**src/rtl/scan_drv_pkg.sv**
```systemverilog
// Shared types for the scan chain driver: command opcodes, FSM states and
// the per-bit cycle count helper.
package scan_drv_pkg;

  typedef enum logic [1:0] {
    OP_WRITE = 2'd0,
    OP_READ  = 2'd1,
    OP_XCHG  = 2'd2,
    OP_ILL   = 2'd3
  } op_e;

  typedef enum logic [3:0] {
    IDLE,
    CAPT,
    SETUP,
    PHI,
    GAP1,
    PHIB,
    GAP2,
    UPD,
    RESP
  } state_e;

  // Clock cycles spent on one chain bit: setup, two phase pulses, two gaps.
  function automatic int bit_cycles(input int phi_cyc, input int gap_cyc);
    return 1 + 2 * phi_cyc + 2 * gap_cyc;
  endfunction

endpackage

```
**src/rtl/scan_chain_driver_phase.sv**
```systemverilog
// Two-phase non-overlapping clock generator for one scan bit: on start it
// runs PHI, GAP1, PHIB, GAP2 and flags the last GAP2 cycle with bit_done.
module scan_phase_gen
  import scan_drv_pkg::*;
#(
  parameter int PHI_CYC = 2,
  parameter int GAP_CYC = 1
) (
  input  logic clk,
  input  logic rst,
  input  logic start,
  output logic scan_phi,
  output logic scan_phi_bar,
  output logic bit_done
);

  localparam int MAX_CYC = (PHI_CYC > GAP_CYC) ? PHI_CYC : GAP_CYC;
  localparam int CW      = $clog2(MAX_CYC + 1);

  state_e        ps, ps_d;
  logic [CW-1:0] cnt, cnt_d;
  logic          last;

  always_comb begin
    last = 1'b0;
    case (ps)
      PHI, PHIB:  last = (cnt == CW'(PHI_CYC - 1));
      GAP1, GAP2: last = (cnt == CW'(GAP_CYC - 1));
      default:    last = 1'b0;
    endcase
  end

  always_comb begin
    ps_d = ps;
    case (ps)
      IDLE:    if (start) ps_d = PHI;
      PHI:     if (last)  ps_d = GAP1;
      GAP1:    if (last)  ps_d = PHIB;
      PHIB:    if (last)  ps_d = GAP2;
      GAP2:    if (last)  ps_d = IDLE;
      default: ps_d = IDLE;
    endcase
  end

  assign cnt_d    = (ps_d != ps || ps == IDLE) ? '0 : cnt + 1'b1;
  assign bit_done = (ps == GAP2) && last;

  // Phase pins are decoded from the next state so they leave a flop directly.
  always_ff @(posedge clk) begin
    if (rst) begin
      ps           <= IDLE;
      cnt          <= '0;
      scan_phi     <= 1'b0;
      scan_phi_bar <= 1'b0;
    end else begin
      ps           <= ps_d;
      cnt          <= cnt_d;
      scan_phi     <= (ps_d == PHI);
      scan_phi_bar <= (ps_d == PHIB);
    end
  end

endmodule

```
**src/rtl/scan_chain_driver.sv**
```systemverilog
// Scan master: takes one parallel command, captures/shifts/updates the scan
// chain with two-phase clocks and returns the shifted-out frame.
module scan_chain_driver
  import scan_drv_pkg::*;
#(
  parameter int CHAIN_LEN = 64,
  parameter int PHI_CYC   = 2,
  parameter int GAP_CYC   = 1,
  parameter int LOAD_CYC  = 2
) (
  input  logic                 clk,
  input  logic                 rst,
  input  logic                 cmd_valid,
  output logic                 cmd_ready,
  input  logic [1:0]           cmd_op,
  input  logic                 cmd_id,
  input  logic [CHAIN_LEN-1:0] cmd_data,
  output logic                 rsp_valid,
  input  logic                 rsp_ready,
  output logic [CHAIN_LEN-1:0] rsp_data,
  output logic                 rsp_err,
  output logic                 scan_id,
  output logic                 scan_phi,
  output logic                 scan_phi_bar,
  output logic                 scan_data_in,
  input  logic                 scan_data_out,
  output logic                 scan_load_chip,
  output logic                 scan_load_chain
);

  if (CHAIN_LEN < 2 || PHI_CYC < 1 || GAP_CYC < 1 || LOAD_CYC < 1) begin : g_param_check
    $error("scan_chain_driver: illegal parameter set");
  end

  localparam int BW = $clog2(CHAIN_LEN);
  localparam int LW = $clog2(LOAD_CYC + 1);

  state_e                 state, state_d;
  op_e                    op_q;
  logic [BW-1:0]          bcnt;
  logic [LW-1:0]          lcnt;
  logic [CHAIN_LEN-1:0]   data_sr, rsp_sr;
  logic                   accept, load_done, bit_start, bit_done, rsp_hs;
  logic                   load_chain_d, load_chip_d, rsp_valid_d, rsp_err_d;

  assign cmd_ready = (state == IDLE);
  assign accept    = cmd_valid && cmd_ready;
  assign load_done = (lcnt == LW'(LOAD_CYC - 1));
  assign bit_start = (state == SETUP);
  assign rsp_hs    = rsp_valid && rsp_ready;
  assign rsp_data  = rsp_valid ? rsp_sr : '0;

  scan_phase_gen #(
    .PHI_CYC (PHI_CYC),
    .GAP_CYC (GAP_CYC)
  ) u_phase (
    .clk          (clk),
    .rst          (rst),
    .start        (bit_start),
    .scan_phi     (scan_phi),
    .scan_phi_bar (scan_phi_bar),
    .bit_done     (bit_done)
  );

  always_ff @(posedge clk) begin
    if (rst) state <= IDLE;
    else     state <= state_d;
  end

  // PHI stands for the whole phase sequence run by the phase generator.
  always_comb begin
    state_d = state;
    case (state)
      IDLE: begin
        if (accept) begin
          case (op_e'(cmd_op))
            OP_WRITE:         state_d = SETUP;
            OP_READ, OP_XCHG: state_d = CAPT;
            default:          state_d = RESP;
          endcase
        end
      end
      CAPT:  if (load_done) state_d = SETUP;
      SETUP: state_d = PHI;
      PHI: begin
        if (bit_done) begin
          if (bcnt != '0)             state_d = SETUP;
          else if (op_q == OP_READ)   state_d = RESP;
          else                        state_d = UPD;
        end
      end
      UPD:     if (load_done) state_d = RESP;
      RESP:    if (rsp_hs)    state_d = IDLE;
      default: state_d = IDLE;
    endcase
  end

  always_comb begin
    load_chain_d = (state_d == CAPT);
    load_chip_d  = (state_d == UPD);
    rsp_valid_d  = (state == RESP) && !rsp_hs;
    rsp_err_d    = (state == RESP) && !rsp_hs && (op_q == OP_ILL);
  end

  always_ff @(posedge clk) begin
    if (rst) begin
      scan_load_chain <= 1'b0;
      scan_load_chip  <= 1'b0;
      rsp_valid       <= 1'b0;
      rsp_err         <= 1'b0;
    end else begin
      scan_load_chain <= load_chain_d;
      scan_load_chip  <= load_chip_d;
      rsp_valid       <= rsp_valid_d;
      rsp_err         <= rsp_err_d;
    end
  end

  // Sequencing counters and the registered serial pins.
  always_ff @(posedge clk) begin
    if (rst) begin
      bcnt         <= '0;
      lcnt         <= '0;
      scan_id      <= 1'b0;
      scan_data_in <= 1'b0;
    end else begin
      if (accept) begin
        scan_id <= cmd_id;
        bcnt    <= BW'(CHAIN_LEN - 1);
      end else if (state == PHI && bit_done && bcnt != '0) begin
        bcnt <= bcnt - 1'b1;
      end
      if ((state == CAPT || state == UPD) && !load_done) lcnt <= lcnt + 1'b1;
      else                                               lcnt <= '0;
      if (bit_start)
        scan_data_in <= (op_q == OP_READ) ? scan_data_out : data_sr[CHAIN_LEN-1];
    end
  end

  // Frame registers: the chain output is sampled as the next bit is driven.
  always_ff @(posedge clk) begin
    if (accept) begin
      op_q    <= op_e'(cmd_op);
      data_sr <= cmd_data;
      rsp_sr  <= '0;
    end else if (bit_start) begin
      data_sr <= {data_sr[CHAIN_LEN-2:0], 1'b0};
      rsp_sr  <= {rsp_sr[CHAIN_LEN-2:0], scan_data_out};
    end
  end

endmodule
```
**config.mk**
```make
export PLATFORM = sky130hd
export DESIGN_NAME = scan_chain_driver
export DESIGN_NICKNAME = d
export VERILOG_FILES = /design/src/rtl/scan_drv_pkg.sv /design/src/rtl/scan_chain_driver_phase.sv /design/src/rtl/scan_chain_driver.sv
export SDC_FILE = /design/constraint.sdc
export NUM_CORES = 1
export LEC_CHECK = 0
export CAP_MARGIN = 20
export CORE_ASPECT_RATIO = 1.1
export CORE_MARGIN = 4
export CORE_UTILIZATION = 68
export CTS_BUF_LIST = sky130_fd_sc_hd__clkbuf_16
export DETAILED_ROUTE_END_ITERATION = 16
export DONT_BUFFER_PORTS = 1
export GPL_ROUTABILITY_DRIVEN = 0
export PLACE_DENSITY_LB_ADDON = 0.12
export SLEW_MARGIN = 20
export SYNTH_ARGS = -nofsm -noshare
export SYNTH_HDL_FRONTEND = slang
export SYNTH_SLANG_ARGS = --single-unit
```
**constraint.sdc**
```tcl
create_clock -name clk -period 5.2 [get_ports clk]
set_input_delay 1.04 -clock clk [delete_from_list [all_inputs] [get_ports clk]]
set_output_delay 1.04 -clock clk [all_outputs]
set_load 0.02 [all_outputs]
```
==> qor.log <==
[status] result of the run complete, no violations
[setup_path] critical path arrival 3.01 ns
[setup_path] Setup crit start kind flip-flop
[routing] DRC Markers 0
[setup_path] data required time at the worst endpoint 5.28 ns
[power_and_ir_drop] leakage power of the design 2.87 nW
[sta] number of pins exceeding their max-slew limit in the final report 0
[grt] wire length of the first global-routing pass 22,400 µm
[cts] Post-CTS Setup Inserts 0
[sta] slew margin rel. 35.0%
[floorplan] height of the die 113 µm
[sta] Post-Route Hold Slack 0.433 ns
[synthesis] most area-hungry cell type in the Yosys netlist edfxtp_1
[cts] clock-pin slew on the worst setup and hold paths 0.06 ns
[grt] pin count of the biggest net entering global routing 138
[setup_path] element type at the critical path end flip-flop
[cts] total of hold buffers inserted after clock tree synthesis 0
[sta] achievable frequency 342 MHz
[grt] overflow left after global routing 0
[cts] number of levels the H-tree was split into 4
[setup_path] worst r2r dst data_sr[14]
[setup_path] Crit Path Category reg -> reg
[hold_path] Worst Min Path Start lcnt[0]
[routing] number of detailed-routing iterations run before antenna repair 5
[setup_path] worst reg-to-reg path cell count 3
[routing] routed via count 5,073
[setup_path] slack of the worst reg-to-reg path 2.27 ns
[floorplan] number of top-level design ports 145
[hold_path] Endpoint, Worst Hold lcnt[0]
[routing] DR vias/cell 5.69
[sta] pin slew with the least headroom to its limit 0.969 ns
[power_and_ir_drop] Pwr per Cell Area 426 nW/µm²
[final_layout] number of diodes 0
[synthesis] Yosys cell types 45
[synthesis] sequential fraction of the synthesis area 55.9%
[routing] routed length per placed instance 15.4 µm
[synthesis] biggest area contributors in the synthesized netlist edfxtp_1 (29%), dfxtp_1 (27%), nand2_1 (18%), and2_1 (6.2%), a21oi_1 (5.4%)
[synthesis] commonest register cell after synthesis dfxtp_1
[hold_path] classification of the worst-slack hold path reg -> reg
[setup_path] startpoint of the most critical register-to-register path state[1]
[cts] Clock Sinks 156
[final_layout] leading cell type in the layout, fill and taps excluded nand2_1
[sta] final hold vios 0
[cts] clock tree from TritonCTS yes
[placement] Post-DP HPWL 8840 µm
[routing] initial DRC count 296
[synthesis] post-synthesis sequential element count 156
[floorplan] horizontal die dimension 103 µm
[final_layout] nets@finish 839
[synthesis] fraction of registers with async set or reset after synthesis 0%
[grt] initial antenna violation count 0
[cts] Bufs on Longest Clock Path 2
[grt] overall fraction of global-route tracks in use 24.1%
[synthesis] Mapped Cells 787
[power_and_ir_drop] VDD IR max 0.279 mV
[synthesis] count of flip-flops with a built-in enable after synthesis 66
[floorplan] Starting Density 71.0%
[final_layout] Area Overhead vs Synth 8.90%
[sta] setup violators final 0
[sta] summed negative setup slack over all endpoints 0 ns
[synthesis] Mapped Avg Cell Area 8.61 µm²
[final_layout] top library cells by usage in the layout, fill and taps aside nand2_1 (325), dfxtp_1 (90), a21oi_1 (73)
[synthesis] post-synth net total 865
[synthesis] share of Yosys cell area claimed by the top area cell type 29.3%
[routing] residual antenna-violating net count after detailed routing 0
[cts] source-to-sink clock delay at the later pin of the worst-skew pair 0.42 ns
[cts] clock buffers created by TritonCTS 17
[sta] ratio of final minimum period to clock period 56.3%
[cts] clock tree root driver cell clkbuf_16
[grt] via count of the first global-routing pass 4,798
[job] number of maximum-capacitance constraint violations 0
[floorplan] Core Footprint 9540 µm²
[floorplan] DIE AREA 11,600 µm²
[sta] Setup Skew 0.00885 ns
[cts] number of cells upsized or downsized after cts 0
[routing] wire length after detailed routing 13,800 µm
[synthesis] synthesis warning total 0
[floorplan] placement row count 37
[final_layout] share of cells above drive strength 1 5.94%
[hold_path] Hold Crit Depth 1
[synthesis] Syn Std Cell Area 6770 µm²
[placement] number of buffers inserted by port buffering 0
[sta] minimum clock period after layout 2.93 ns
[setup_path] maximum net fanout on the critical path 67
[sta] unrepaired setup endpoints after global routing false
==> worst max path at each step <==
stage / from / end / cells past startpoint
after CTS: state[1] / data_sr[16] / 3
after detailed placement: state[1] / data_sr[14] / 3
final: state[1] / data_sr[14] / 3
after floorplan: state[1] / data_sr[0] / 6
after global routing: state[1] / data_sr[16] / 3
after global placement: cmd_valid / scan_load_chain / 4
==> cells in the mapped netlist, types with 6 or more instances <==
cell,n
nor3_1,8
inv_1,11
dfxtp_1,90
nor2_1,14
and2_1,67
clkbuf_1,30
a21oi_1,73
ha_1,6
edfxtp_1,66
a211oi_1,10
buf_2,16
nand2_1,327
==> registers in the layout (all words and copies together) (netlist names) <==
register and count:
data_sr 64, rsp_sr 64, bcnt 6, state 4, u_phase.ps 4, lcnt 2
op_q 2, u_phase.cnt 2, rsp_err 1, rsp_valid 1, scan_data_in 1, scan_id 1
scan_load_chain 1, scan_load_chip 1, u_phase.scan_phi 1, u_phase.scan_phi_bar 1
==> critical path, stage by stage (launching register included) <==
cell and delay [ns]:
dfxtp_1 0.51, or4b_4 0.83, nand2_2 0.75, buf_4 0.46
==> per-layer routing <==
layer / track usage, % / share of wire, %
met3: 9.07 / 8.9
met1: 31.2 / 42
met2: 37.9 / 48
met4: 6.99 / 1.1
met5: 0 / 0
==> cell families (layout without fill, tap and decap cells) <==
group | Yosys count | after routing | share of synthesized area (%)
XOR/XNOR | 2 | 2 | 0.259
flip-flops | 156 | 156 | 55.9
multiplexers | 1 | 1 | 0.148
AO/OA/AOI/OAI | 105 | 105 | 9.07
AND/OR/NAND/NOR | 453 | 453 | 29.7
adder cells (fa/ha/maj) | 6 | 6 | 1.11
buffers and inverters | 63 | 50 | 3.79
other | 1 | 1 | 0.0554
==> through the flow <==
| step | util (%) | power (mW) | setup WS [ns] | cell area [µm²] | instances |
|---|---|---|---|---|---|
| after floorplan | - | 1.85 | 1.33 | 6770 | 787 |
| after global placement | 71.0 | 1.90 | 2.26 | 6770 | 859 |
| after detailed placement | 71.0 | 1.92 | 2.29 | 6770 | 859 |
| after CTS | 77.4 | 3.15 | 2.28 | 7380 | 891 |
| after global routing | 77.4 | 3.29 | 2.09 | 7380 | 891 |
| final | 77.4 | 3.14 | 2.27 | 7380 | 891 |
==> report_power, final <==
group	switching [mW]	internal, mW
Sequential	0.0587	1.47
Combinational	0.270	0.104
Clock	0.495	0.745
Total	0.823	2.32
==> cell type report <==
class / instances / area (µm²)
flip-flops and latches: 156 / 3780
multi-input cells: 568 / 2750
fillers: 652 / 2160
clock buffers: 20 / 500
well taps: 117 / 146
clock inverters: 12 / 106
inverters: 12 / 50.0
repair buffers: 6 / 45.0
Power figures use the tool's default switching activity.
